### config.mk
export PLATFORM = sky130hd
export DESIGN_NAME = integrador_flat
export DESIGN_NICKNAME = d
export VERILOG_FILES = /design/src/rtl/integrador_pkg.sv /design/src/rtl/integrador_if.sv /design/src/rtl/integrador_sumador_saturado.sv /design/src/rtl/integrador.sv /design/src/flat_wrapper.sv
export SDC_FILE = /design/constraint.sdc
export NUM_CORES = 1
export LEC_CHECK = 0
export ABC_AREA = 1
export ABC_CLOCK_PERIOD_IN_PS = 1900
export CORE_MARGIN = 5
export CORE_UTILIZATION = 30
export CTS_CLUSTER_SIZE = 20
export DETAILED_ROUTE_END_ITERATION = 6
export SYNTH_ARGS = -nofsm -noshare
export SYNTH_HDL_FRONTEND = slang
export SYNTH_SLANG_ARGS = --single-unit
### constraint.sdc
create_clock -name clk -period 1.9 [get_ports clk]
set_clock_uncertainty 0.1 [all_clocks]
set_input_delay 0.38 -clock clk [delete_from_list [all_inputs] [get_ports clk]]
set_output_delay 0.38 -clock clk [all_outputs]
set_load 0.005 [all_outputs]
### src/rtl/integrador_pkg.sv
// Constants shared by the integrator and differentiator stages of the control datapath.
package integrador_pkg;
    localparam int W    = 19;
    localparam int FRAC = 8;
    localparam logic signed [W-1:0] K_DEF    = 19'sd150;
    localparam logic signed [W-1:0] RAIL_MAX = {1'b0, {(W-1){1'b1}}};
    localparam logic signed [W-1:0] RAIL_MIN = {1'b1, {(W-1){1'b0}}};
endpackage

### src/rtl/integrador_if.sv
// Sample/control inputs and integrator outputs of the integrador block.
import integrador_pkg::*;

interface integrador_if;
    logic                enable;
    logic                hold;
    logic                clear;
    logic signed [W-1:0] e;
    logic signed [W-1:0] ik;
    logic                valid;
    logic                sat;

    modport master (output enable, hold, clear, e, input ik, valid, sat);
    modport slave  (input enable, hold, clear, e, output ik, valid, sat);
endinterface

### src/rtl/integrador_sumador_saturado.sv
// Signed adder that clips a WI-bit sum to the WO-bit two's complement rails.
module sumador_saturado #(
    parameter int WI = 19,
    parameter int WO = 19
) (
    input  logic signed [WI-1:0] a,
    input  logic signed [WI-1:0] b,
    output logic signed [WO-1:0] sum,
    output logic                 flag
);
    localparam logic signed [WI:0] HI = {{(WI-WO+2){1'b0}}, {(WO-1){1'b1}}};
    localparam logic signed [WI:0] LO = ~HI;

    logic signed [WI:0] full;

    assign full = $signed({a[WI-1], a}) + $signed({b[WI-1], b});

    always_comb begin
        sum  = full[WO-1:0];
        flag = 1'b0;
        if (full > HI) begin
            sum  = HI[WO-1:0];
            flag = 1'b1;
        end else if (full < LO) begin
            sum  = LO[WO-1:0];
            flag = 1'b1;
        end
    end
endmodule

### src/rtl/integrador.sv
// Two-stage saturating integrator: stage 1 scales e by K, stage 2 accumulates into ik.
import integrador_pkg::*;

module integrador #(
    parameter logic signed [W-1:0] K = K_DEF
) (
    input logic          clk,
    input logic          rst_n,
    integrador_if.slave  bus
);
    logic signed [2*W-1:0] p;
    logic signed [2*W-1:0] q;
    logic signed [W-1:0]   s1_next;
    logic                  clip1_unused;
    logic signed [W-1:0]   acc_sum;
    logic                  acc_flag;

    logic signed [W-1:0]   s1;
    logic                  v1;
    logic signed [W-1:0]   ik_q;
    logic                  valid_q;
    logic                  sat_q;

    // Operands widen to 2W before the multiply, so the full product is kept.
    assign p = K * bus.e;
    assign q = p >>> FRAC;

    sumador_saturado #(.WI(2*W), .WO(W)) u_clip (
        .a    (q),
        .b    ('0),
        .sum  (s1_next),
        .flag (clip1_unused)
    );

    sumador_saturado #(.WI(W), .WO(W)) u_acc (
        .a    (ik_q),
        .b    (s1),
        .sum  (acc_sum),
        .flag (acc_flag)
    );

    always_ff @(posedge clk or negedge rst_n) begin
        if (!rst_n) begin
            s1      <= '0;
            v1      <= 1'b0;
            ik_q    <= '0;
            valid_q <= 1'b0;
            sat_q   <= 1'b0;
        end else if (bus.clear) begin
            s1      <= '0;
            v1      <= 1'b0;
            ik_q    <= '0;
            valid_q <= 1'b0;
            sat_q   <= 1'b0;
        end else begin
            v1      <= bus.enable;
            if (bus.enable) s1 <= s1_next;
            // A held sample still reports Valid, but leaves ik and Sat alone.
            valid_q <= v1;
            if (v1 && !bus.hold) begin
                ik_q  <= acc_sum;
                sat_q <= acc_flag;
            end
        end
    end

    assign bus.ik    = ik_q;
    assign bus.valid = valid_q;
    assign bus.sat   = sat_q;
endmodule

### src/flat_wrapper.sv
// flat-port wrapper written by rule: the top's interface ports become plain ports
module integrador_flat 
#(
    parameter logic signed [W-1:0] K = K_DEF
)
  (clk, rst_n, bus_enable, bus_hold, bus_clear, bus_e, bus_ik, bus_valid, bus_sat);
  integrador_if bus_i ();
  input logic clk;
  input logic rst_n;
  input wire logic [$bits(bus_i.enable)-1:0] bus_enable;
  input wire logic [$bits(bus_i.hold)-1:0] bus_hold;
  input wire logic [$bits(bus_i.clear)-1:0] bus_clear;
  input wire logic [$bits(bus_i.e)-1:0] bus_e;
  output wire logic [$bits(bus_i.ik)-1:0] bus_ik;
  output wire logic [$bits(bus_i.valid)-1:0] bus_valid;
  output wire logic [$bits(bus_i.sat)-1:0] bus_sat;
  assign bus_i.enable = bus_enable;
  assign bus_i.hold = bus_hold;
  assign bus_i.clear = bus_clear;
  assign bus_i.e = bus_e;
  assign bus_ik = bus_i.ik;
  assign bus_valid = bus_i.valid;
  assign bus_sat = bus_i.sat;
  integrador #(.K(K)) u_core (.clk(clk), .rst_n(rst_n), .bus(bus_i));
endmodule
==> results.md <==
- Antenna Nets Post-Route: 0
- Via count: 6148
- Worst R2R Setup Slack: -0.31 ns
- Final core occ: 0.491
- Final TNS setup: -30.37 ns
- Ports: 45
- Antenna violations before repair: 0
- Top-count cell post-synth: nand2_1
- Sw frac: 0.445
- Die area: 23200 sq um
- CTS buffer count: 5
- Hold Crit Start: u_core.bus.sat
- Setup CP Type: input port to flop
- Final Max Tran Viols: 0
- Pleak: 5.19 nW
- Fill cell count: 1931
- Setup violators final: 39
- CTS tree: done
- CP startpoint kind: input port
- Number of global-route vias before repair: 6279
- CP arrival: 3.35 ns
- Worst hold path type: flop to flop
- Final period utilization: 1.72
- Maximum root-to-sink buffer count: 2
- Pin count of the biggest net entering global routing: 42
- Final setup margin: -1.37 ns
- Top cells by count, synth: nand2_1 (292), inv_1 (163), ha_1 (84), nor2_1 (46), nand3_1 (45)
- H-Tree Depth: 2
- Pre-CTS setup slack: -2.19 ns
- WL/cell: 12.9 um
- Drt pass-1 iters: 4
- Most used cell along the critical path: nand2_1
- Row count: 52
- Net Switching: 3.99 mW
- Final-report hold violation count: 0
- # placed instances: 1350
- Final Cell Area: 9870 sq um
- Ys Warns: 0
- GR Util All Layers: 0.154
- Post-synthesis sequential area ratio: 0.169
- Post-synth cell types: 37
- Area after DPL: 8770 sq um
- Via/cell ratio: 4.43
- Hold Path Cell Cnt: 2
- Mapped cell area: 6080 sq um
- Hold Path Sink: u_core.bus.sat
- Worst Tran Pin Value: 0.318 ns
- Slew HR: 0.786
- #FFs+latches synth: 41
- Clock slew seen by the registers of the worst setup and hold paths: 0.06 ns
- Critical-path cell list: buf_6 > buf_6 > ha_4 > inv_2 > fa_1 > fa_1 > inv_2 > ha_4 > buf_4 > nand2_4 > nor2_1 > nor2_2 > nand2_2 > nand2_1 > nand4_4 > nand2_8 > nand2_8 > nand2_2 > nand2_1 > nand2_1 > nand2_1
- Post-Synthesis Net Count: 1022
- Reg power frac: 0.133
- Top cell type's share of synthesized area: 0.180
- Post-synth EDFFs: 0
- Die Y: 152 um
- Syn_area_per_cell: 6.92 sq um
- Tmin final: 3.27 ns
- Skew-Pair Late Insertion Delay: 0.29 ns
- Fmax: 0.306 GHz
- DR DRC count: 0
- Reg2reg start: u_core.s1[13]
- Status: finished, violations left
- Crit-path slowest cell: fa_1
- CTS Sinks: 41
- Initial Utilization: 0.302
- Fraction of layout instances using a drive strength above 1: 0.422
- Layout Cells excl Fill: 1387
- Total gr overflow: 0
- Clock root buffer: clkbuf_16
- Crit Reg-Reg Endpoint: u_core.bus.ik[0]
- FFs w/ async S/R, synth: 1.00
- Area leader, netlist: nand2_1
- Gate power share: 0.760
- Die W: 152 um
- Nature of the critical path endpoint: flop
- Area Overhead vs Synth: 62.3%
- Main synth FF type: dfrtp_1
- Clock network fraction of design power: 0.107
- Final net count: 1260
- Pwr per Cell Area: 909 nW/um^2
- Hpwl dp: 14400 um
- Ant. Diodes: 0
- Starting DRT DRC Count: 219
- RSZ-0062 raised after global routing: yes
- First-pass GRT wire length: 29900 um
- # port buffers: 44
- Top cells by area, synth: nand2_1 (18%), ha_1 (17%), dfrtp_1 (17%)
- VDD IR max: 0.405 mV
- Max incr delay on CP: 0.52 ns
- CP Max Fanout: 5
- Failing checks: negative setup slack
- MaxCap Viol Count: 0
- Core area: 20100 sq um
- Worst path required time: 1.98 ns
- P_int: 4.98 mW
- RD Place Congestion: 0.891
- Final wirelength: 17900 um
- Worst r2r path cells: 12
- Cells after Synth: 879
==> flip-flops by register name, indices dropped and copies added, names as in the netlist <==
name              flops
u_core.s1            19
u_core.bus.ik        19
u_core.bus.valid      1
u_core.v1             1
u_core.bus.sat        1
==> critical path: cells and delay by family <==
| family | cells | cell delay [ns] |
|---|---|---|
| fa+ha+maj | 4 | 1.46 |
| simple gates | 12 | 1.08 |
| buf+inv | 5 | 0.44 |
==> per-stage QoR <==
step	power, mW	hold slack [ns]
2_1_floorplan	4.80	-0.0156
3_3_place_gp	6.95	0.271
3_5_place_dp	6.99	0.276
4_1_cts	8.58	0.397
5_1_grt	9.80	0.415
6_report	8.97	0.393
==> how the worst max path moves through the flow <==
stage	start	slack [ns]	end
floorplan	bus_e[5]	-1.34	u_core.s1[4]
global route	bus_e[7]	-1.54	u_core.s1[9]
finish	bus_e[7]	-1.37	u_core.s1[8]
global placement	bus_e[11]	-2.11	u_core.s1[17]
CTS	bus_e[8]	-1.42	u_core.s1[18]
detailed placement	bus_e[4]	-2.19	u_core.s1[9]
==> power by group through the flow <==
stage	Clock, mW	Sequential, mW	Combinational [mW]
global route	1.02	1.20	7.58
finish	0.963	1.19	6.82
detailed placement	0	1.19	5.80
global placement	0	1.19	5.76
CTS	0.986	1.18	6.41
floorplan	0	1.14	3.65
==> kinds of logic after synthesis <==
family / synth area share
adders and majority gates: 0.288
and+or+nand+nor: 0.327
buffers and inverters: 0.119
DFF: 0.169
xor gates and xnor gates: 0.0331
AOI/OAI and AO/OA: 0.0646
==> area by class of cell <==
type                       count  area, sq um  area share
clock inverter                 2         35.0     0.00355
multi-input combinational    660         5710       0.579
timing repair buffer         239         1970       0.200
inverter                     170          653      0.0662
sequential                    41         1030       0.104
tap                          270          338      0.0342
clock buffer                   5          125      0.0127
==> cell usage in the layout, fill, tap and decap left out, types with 9 or more instances in the layout <==
cell	n
nand2_1	234
buf_4	186
inv_1	138
ha_4	58
nand2_2	51
dfrtp_1	37
nand3_1	34
fa_1	34
nor2_1	31
inv_2	29
ha_1	25
clkdlybuf4s50_1	23
a21oi_1	21
nand3_2	21
nand2_4	18
nand4_1	17
nor2_2	16
a21oi_2	13
xor2_1	13
buf_6	11
xnor2_1	9
==> metal layers <==
metal	vias up	part of all wire	wire, um	track usage
li1	3225	-	-	-
met1	2822	0.44	7850	0.190
met2	81	0.52	9350	0.288
met3	20	0.024	423	0.0142
met4	0	0.017	302	0.0355
met5	-	0	0	0
==> repair_timing <==
item / in CTS / in global routing
hold buffers: 1 / 0
setup buffers: 19 / 12
cloned: 4 / 0
endpoints found under the hold margin: 41 / 0
setup endpoints to repair: 39 / 39
pin swaps: 68 / 95
resized for setup: 154 / 122
Note: power is estimated with default switching activity, not from simulation.
